## src/rtl/fifo_uart_tx.sv

```systemverilog
// fifo_uart_tx
// Pops bytes from an upstream FIFO and transmits each as a UART frame.
// A frame is a start bit, 8 data bits LSB first, an optional even-parity bit
// and a stop bit. Each bit lasts CLKS_PER_BIT clocks.
//
// Parameters
//   CLKS_PER_BIT : clock cycles per serial bit (2 .. 65535)
//   DATA_W       : payload bits per frame (8)
//
// Ports
//   clk_i          in   system clock, rising edge
//   reset_i        in   asynchronous reset, active low
//   fifo_empty_i   in   upstream FIFO empty flag
//   fifo_data_i    in   upstream FIFO read data, valid the cycle after a pop
//   parity_en_i    in   adds an even-parity bit; sampled once per frame
//   fifo_rd_en_o   out  single-cycle pop strobe
//   tx_o           out  serial line, idles high
//   busy_o         out  high from the pop strobe to the end of the stop bit
//   frame_done_o   out  one-cycle pulse in the last cycle of the stop bit
module fifo_uart_tx #(
  parameter int CLKS_PER_BIT = 16,
  parameter int DATA_W       = 8
) (
  input  logic              clk_i,
  input  logic              reset_i,
  input  logic              fifo_empty_i,
  input  logic [DATA_W-1:0] fifo_data_i,
  input  logic              parity_en_i,
  output logic              fifo_rd_en_o,
  output logic              tx_o,
  output logic              busy_o,
  output logic              frame_done_o
);

  localparam int BAUD_W = (CLKS_PER_BIT > 2) ? $clog2(CLKS_PER_BIT) : 1;
  localparam logic [BAUD_W-1:0] BAUD_LAST = BAUD_W'(CLKS_PER_BIT - 1);
  localparam logic [BAUD_W-1:0] BAUD_PREV = BAUD_W'(CLKS_PER_BIT - 2);
  localparam logic [2:0]        BIT_LAST  = 3'(DATA_W - 1);

  typedef enum logic [2:0] {
    IDLE,
    FETCH,
    LOAD,
    START,
    DATA,
    PARITY,
    STOP
  } state_t;

  state_t              state;
  logic [BAUD_W-1:0]   baud_cnt;
  logic [2:0]          bit_idx;
  logic [DATA_W-1:0]   shift_reg;
  logic                parity_sel;
  logic                parity_bit;
  logic                tx_q;
  logic                done_q;

  // The pop strobe must appear in the same cycle that IDLE sees a non-empty
  // FIFO, so it and busy are decoded from the state register plus the empty
  // flag. IDLE lasts only one cycle once a pop happens, which makes a second
  // consecutive strobe impossible.
  assign fifo_rd_en_o = (state == IDLE) && !fifo_empty_i;
  assign busy_o       = (state != IDLE) || fifo_rd_en_o;
  assign tx_o         = tx_q;
  assign frame_done_o = done_q;

  // Single FSM register. tx_q is updated one edge ahead of each bit so the
  // serial line comes straight from a flop. The shift register is consumed
  // LSB first, so the parity bit is computed from the byte at load time.
  // done_q is set one cycle early so it is high in the final stop cycle.
  always_ff @(posedge clk_i or negedge reset_i) begin
    if (!reset_i) begin
      state      <= IDLE;
      baud_cnt   <= '0;
      bit_idx    <= '0;
      shift_reg  <= '0;
      parity_sel <= 1'b0;
      parity_bit <= 1'b0;
      tx_q       <= 1'b1;
      done_q     <= 1'b0;
    end else begin
      done_q <= 1'b0;
      case (state)
        IDLE: begin
          if (!fifo_empty_i) begin
            state <= FETCH;
          end
        end

        FETCH: begin
          state <= LOAD;
        end

        LOAD: begin
          shift_reg  <= fifo_data_i;
          parity_sel <= parity_en_i;
          parity_bit <= ^fifo_data_i;
          baud_cnt   <= '0;
          bit_idx    <= '0;
          tx_q       <= 1'b0;
          state      <= START;
        end

        START: begin
          if (baud_cnt == BAUD_LAST) begin
            baud_cnt  <= '0;
            tx_q      <= shift_reg[0];
            shift_reg <= shift_reg >> 1;
            state     <= DATA;
          end else begin
            baud_cnt <= baud_cnt + BAUD_W'(1);
          end
        end

        DATA: begin
          if (baud_cnt == BAUD_LAST) begin
            baud_cnt <= '0;
            if (bit_idx == BIT_LAST) begin
              bit_idx <= '0;
              if (parity_sel) begin
                tx_q  <= parity_bit;
                state <= PARITY;
              end else begin
                tx_q  <= 1'b1;
                state <= STOP;
              end
            end else begin
              bit_idx   <= bit_idx + 3'd1;
              tx_q      <= shift_reg[0];
              shift_reg <= shift_reg >> 1;
            end
          end else begin
            baud_cnt <= baud_cnt + BAUD_W'(1);
          end
        end

        PARITY: begin
          if (baud_cnt == BAUD_LAST) begin
            baud_cnt <= '0;
            tx_q     <= 1'b1;
            state    <= STOP;
          end else begin
            baud_cnt <= baud_cnt + BAUD_W'(1);
          end
        end

        STOP: begin
          if (baud_cnt == BAUD_PREV) begin
            done_q <= 1'b1;
          end
          if (baud_cnt == BAUD_LAST) begin
            baud_cnt <= '0;
            state    <= IDLE;
          end else begin
            baud_cnt <= baud_cnt + BAUD_W'(1);
          end
        end

        default: begin
          state <= IDLE;
          tx_q  <= 1'b1;
        end
      endcase
    end
  end

endmodule

```

## config.mk

```make
export PLATFORM = sky130hd
export DESIGN_NAME = fifo_uart_tx
export DESIGN_NICKNAME = d
export VERILOG_FILES = /design/src/rtl/fifo_uart_tx.sv
export SDC_FILE = /design/constraint.sdc
export NUM_CORES = 1
export LEC_CHECK = 0
export CAP_MARGIN = 20
export CORE_MARGIN = 3
export CORE_UTILIZATION = 45
export CTS_CLUSTER_DIAMETER = 150
export DETAILED_ROUTE_END_ITERATION = 8
export PLACE_DENSITY = 0.78
export SETUP_SLACK_MARGIN = 0.5
export SYNTH_ARGS = -nofsm -noshare
export SYNTH_HDL_FRONTEND = slang
export SYNTH_SLANG_ARGS = --single-unit
```

## constraint.sdc

```tcl
create_clock -name clk_i -period 1.7 [get_ports clk_i]
set_clock_uncertainty 0.1 [all_clocks]
set_input_delay 0.34 -clock clk_i [delete_from_list [all_inputs] [get_ports clk_i]]
set_output_delay 0.34 -clock clk_i [all_outputs]
set_load 0.005 [all_outputs]
```

Word level (Yosys, flattened, before mapping)
Cells that the tools add are included.
{"block": "op_classes", "muxes": 25, "n_bitwise": 1, "n_reduce_logical": 15, "eq_ne": 16, "addsub": 2}
{"op": "$mux 3", "n": 8}
{"op": "$mux 8", "n": 3}
{"op": "$pmux 8 s3", "n": 1}
{"op": "$pmux 3 s7", "n": 1}
{"op": "$ne 2x2->1 const B", "n": 7}
{"op": "$eq 3x3->1 const B", "n": 4}
{"op": "$eq 4x4->1 const B", "n": 2}
{"op": "$pmux 4 s2", "n": 1}
{"op": "$reduce_and 4->1", "n": 2}
{"op": "$reduce_xor 8->1", "n": 1}
{"op": "$mux 1", "n": 7}
{"op": "$eq 3x2->1 const B", "n": 2}
{"op": "$pmux 3 s2", "n": 1}
{"op": "$reduce_and 6->1", "n": 1}
{"op": "$reduce_bool 3->1", "n": 2}
{"op": "$pmux 1 s5", "n": 1}
{"op": "$add 4x1->4 const B", "n": 1}
{"op": "$mux 4", "n": 1}
{"op": "$reduce_bool 2->1", "n": 2}
{"op": "$reduce_or 4->1", "n": 1}
{"op": "$add 3x1->3 const B", "n": 1}
{"op": "$eq 3x1->1 const B", "n": 1}
{"op": "$logic_not 3->1", "n": 1}
{"op": "$reduce_or 3->1", "n": 1}
{"op": "other kinds (6)", "n": 6}
{"block": "word_totals", "register_bits": 22, "out_inout_bits": 4}

Logic depth before layout (Yosys ltp)
{"block": "depth", "word_depth": 4, "depth_mapped": 6, "depth_no_buf": 6}

Worst setup path before layout
OpenSTA, ideal clock, no wires.
{"block": "synth_path", "kind": "reg2reg", "from": "register state[0]", "to": "register shift_reg[0]", "slack_ns": -0.008, "path_stages_with_launch": 7, "required_ns": 1.476, "arrival_time_ns": 1.484, "n_path_buf": 2, "setup_time_ns": 0.124, "synth_period_minus_slack_ns": 1.708, "path_cell_list": "dfrtp_1 > buf_6 > or3b_4 > o21a_1 > buf_6 > o21bai_4 > o2bb2ai_1"}
{"block": "synth_via", "elab_chain_len": 3, "elab_cells_between_ends": 9}
{"item": "start, declared", "line_no": "50", "rtl": "state_t state;"}
{"item": "start signal, assigned", "line_no": "74", "rtl": "state <= IDLE;"}
{"item": "start signal, assigned", "line_no": "87", "rtl": "state <= FETCH;"}
{"item": "start signal, assigned", "line_no": "92", "rtl": "state <= LOAD;"}
{"item": "$eq 3x3->1 or $eq 3x2->1 (tied branches)", "line_no": "84", "rtl": "case (state)"}
{"item": "$ne 2x2->1 (no source line) or $reduce_bool 3->1 (tied branches)"}
{"item": "$reduce_and 4->1 (no source line)"}
{"item": "end signal, assigned", "line_no": "96", "rtl": "shift_reg <= fifo_data_i;"}
{"item": "end signal, assigned", "line_no": "109", "rtl": "shift_reg <= shift_reg >> 1;"}
{"item": "end signal, assigned", "line_no": "131", "rtl": "shift_reg <= shift_reg >> 1;"}
{"item": "end, declared", "line_no": "53", "rtl": "logic [DATA_W-1:0] shift_reg;"}
Parallel ways exist; a longest one is shown, timed or not.
A chain may end at the register's enable or synchronous reset.

Worst setup path after layout
{"block": "layout_path", "from": "register state[0]", "to": "output busy_o"}
{"block": "layout_via", "elab_chain_len": 3, "elab_cells_between_ends": 4}
{"item": "$logic_not 3->1", "line_no": "63", "rtl": "assign fifo_rd_en_o = (state == IDLE) && !fifo_empty_i;"}
{"item": "$logic_and 1x1->1", "line_no": "63"}
{"item": "$logic_or 1x1->1 (*)", "line_no": "64", "rtl": "assign busy_o = (state != IDLE) || fifo_rd_en_o;"}
{"item": "end, declared", "line_no": "31", "rtl": "output logic busy_o,"}
Every way passes the cells marked *; elsewhere a longest branch is shown, timed or not.

==> reports/qor.yml <==
synth:
  synth_xor_area_frac: 0.0440
  synth.distinct_cells: 38
  synth.area.mux_share: 0.0162
  synth.ff_latch_count: 22
  syn-cell-area_um2: 1390
  synth-seq-area-share: 0.396
  synth.avg_cell_area_um2: 9.29
  synth_cells: 150
  synth_top_family_by_area: "compound AO/OA/AOI/OAI gates"
  yosys_warnings: 0
  synth_compound_area_frac: 0.266
  synth_fp_nets: 167
  synth-simple-area-share: 0.163
  synth_fa_ha_area_frac: 0.0521
cts:
  clock-root-buffer: "clkbuf_4"
  insertion_delay_ns: 0.32
  cts_hold_buf: 0
  htree_levels: 1
  clk_path_buf_depth: 2
  cts_tree: "built"
  numCtsBuffers: 3
  clk_pin_slew_worst_paths_ns: 0.14
  cts.sinks: 22
route:
  totalWireLength_um: 4130
  ant_nets: 0
  post_drt_via_cell_ratio: 6.03
  drt-initial-drc-count: 75
  firstDrtPassIters: 4
  wl_per_cell_um: 18.0
  remaining_drc_errors: 0
  via_count: 1386
timing:
  tightest_slew_ns: 0.298
  max_freq_mhz: 583
  maxSlewViolCount: 0
  maxSlewHeadroom: 0.800
  rsz0062_at_grt: "true"
  period_needed_ns: 1.71
  setup_slack_ns: -0.0140
  final-hold-violation-count: 0
  min_period_over_period: 1.01
  setup_viol: 1
critical_path:
  worstPathRequired_ns: 1.26
  critPathCaptureType: "primary output"
  worstRegToRegCells: 4
  arrival_ns: 1.27
  worst-r2r-setup-slack_ns: 0
  r2r_start: "state[1]$_DFFE_PN0P_"
  startpoint_type: "flop"
  reg2reg_to: "shift_reg[6]$_DFFE_PN0P_"
  path_class: "reg -> out"
  path_max_fanout: 5
status:
  violations: "negative setup slack"
  status: "finished, violations left"
global_route:
  grt_pass1_vias: 1409
  antenna_found_initial: 0
  grt_remaining_overflow: 0
  grt_pass1_wl_um: 5870
  grt_max_degree: 23
  grt.total_usage: 0.206
placed_design:
  dpl.hpwl_um: 2370
  portBuffers: 15
  gp_congestion: 0.899
  dp_slack_ns: -0.359
layout:
  final_core_util: 0.746
  largest_reg_flops: 8
  num_antenna_cells: 0
  nFillCells: 189
  layout_commonest_cell: "buf_4"
  fin_nets: 217
  drive_gt1_frac: 0.503
  area_growth_pct: 52.7
  layout_common_cells: "buf_4, buf_6, dfrtp_1"
job:
  max-cap-violations: 0
floorplanning:
  io_pins: 16
  fp.dieH_um: 61.7
  initial_utilization: 0.489
  design.die.area_um2: 3800
  num_rows: 19
  core_um2: 2850
  die_x_um: 61.7
min_path:
  hold_class: "in -> async"
power:
  power_density_nw_per_um2: 445
  leakagePower_uw: 0.000896
  irDropWorstVdd_uv: 400
==> power breakdown <==
part           total (uW)  switching (uW)  internal (uW)  leakage (uW)
registers             552            9.62            542      0.000268
logic                96.5            42.6           53.9      0.000607
clock network         299             168            131     0.0000210
==> per-stage QoR <==
stage | TNS, ns | area (um2) | cells | hold WS (ns) | power (uW)
detailed placement | -1.34 | 1700 | 202 | 0.371 | 662
global placement | -0.904 | 1700 | 202 | 0.359 | 658
floorplan | -0.0575 | 1500 | 150 | -0.0556 | 605
finish | -0.0140 | 2130 | 230 | 0.244 | 947
CTS | 0 | 1890 | 219 | 0.260 | 945
global route | -0.329 | 2130 | 230 | 0.272 | 980
==> worst max-delay path, cell delays in order (launching register included) <==
cell and delay (ns):
dfrtp_2 0.49, buf_6 0.14, nor2_4 0.10, nand3_2 0.08, buf_2 0.13
==> layer usage <==
layer,track usage,share of wire,wire (um),vias up
li1,-,-,-,647
met5,0,0,0,-
met2,0.375,0.54,2240,46
met1,0.227,0.39,1630,685
met4,0.0818,0.013,52,0
met3,0.0503,0.050,207,8
==> cells in the mapped netlist, drive strengths merged <==
cell type | count | area [um2]
dfrtp | 21 | 526
nand2 | 12 | 45.0
a21oi | 11 | 58.8
o21ai | 11 | 55.1
a22oi | 9 | 67.6
nand3 | 8 | 40.0
o2bb2ai | 8 | 70.1
buf | 7 | 53.8
xnor2 | 7 | 61.3
nor2 | 6 | 22.5
ha | 5 | 62.6
inv | 5 | 18.8
clkbuf | 4 | 15.0
nor2b | 4 | 25.0
nor3 | 3 | 15.0
a211oi | 2 | 15.0
and2 | 2 | 12.5
mux2 | 2 | 22.5
nand2b | 2 | 12.5
nand3b | 2 | 15.0
nor4 | 2 | 12.5
o21a | 2 | 15.0
o221ai | 2 | 17.5
o22ai | 2 | 12.5
a311o | 1 | 10.0
a31oi | 1 | 6.26
a32oi | 1 | 8.76
and3 | 1 | 6.26
and4b | 1 | 10.0
dfstp | 1 | 26.3
maj3 | 1 | 10.0
o211ai | 1 | 7.51
o21bai | 1 | 18.8
o31ai | 1 | 7.51
or3b | 1 | 11.3
==> layout make-up <==
| type | count | area (um2) | share of cell area |
|---|---|---|---|
| Clock buffer | 4 | 36.3 | 0.0170 |
| Inverter | 5 | 21.3 | 0.00999 |
| Multi-Input combinational cell | 112 | 972 | 0.457 |
| Sequential cell | 22 | 559 | 0.263 |
| Tap cell | 31 | 38.8 | 0.0182 |
| Timing Repair Buffer | 56 | 500 | 0.235 |
==> worst max-delay path by stage <==
stage | startpoint | slack, ns | cells past startpoint | to
finish | state[0]$_DFFE_PN0P_ | -0.01 | 4 | busy_o
CTS | state[2]$_DFFE_PN0P_ | 0.03 | 5 | shift_reg[6]$_DFFE_PN0P_
global route | state[0]$_DFFE_PN0P_ | -0.04 | 4 | busy_o
detailed placement | fifo_empty_i | -0.36 | 3 | fifo_rd_en_o
floorplan | state[0]$_DFFE_PN0P_ | -0.008 | 6 | shift_reg[0]$_DFFE_PN0P_
global placement | fifo_empty_i | -0.34 | 3 | fifo_rd_en_o
==> timing repair <==
item | in CTS | in global routing
buffers inserted | 13 | 11
gates cloned | 0 | 0
gates resized for setup | 53 | 40
endpoints found under the setup margin | 26 | 26
pin swaps | 22 | 14
==> kinds of logic after synthesis <==
logic type	Yosys count
AOI/OAI and AO/OA	53
and+or+nand+nor	44
DFF	22
buffers and inverters	16
xor gates and xnor gates	7
adders and majority gates	6
muxes	2
Note: power is estimated with default switching activity, not from simulation.
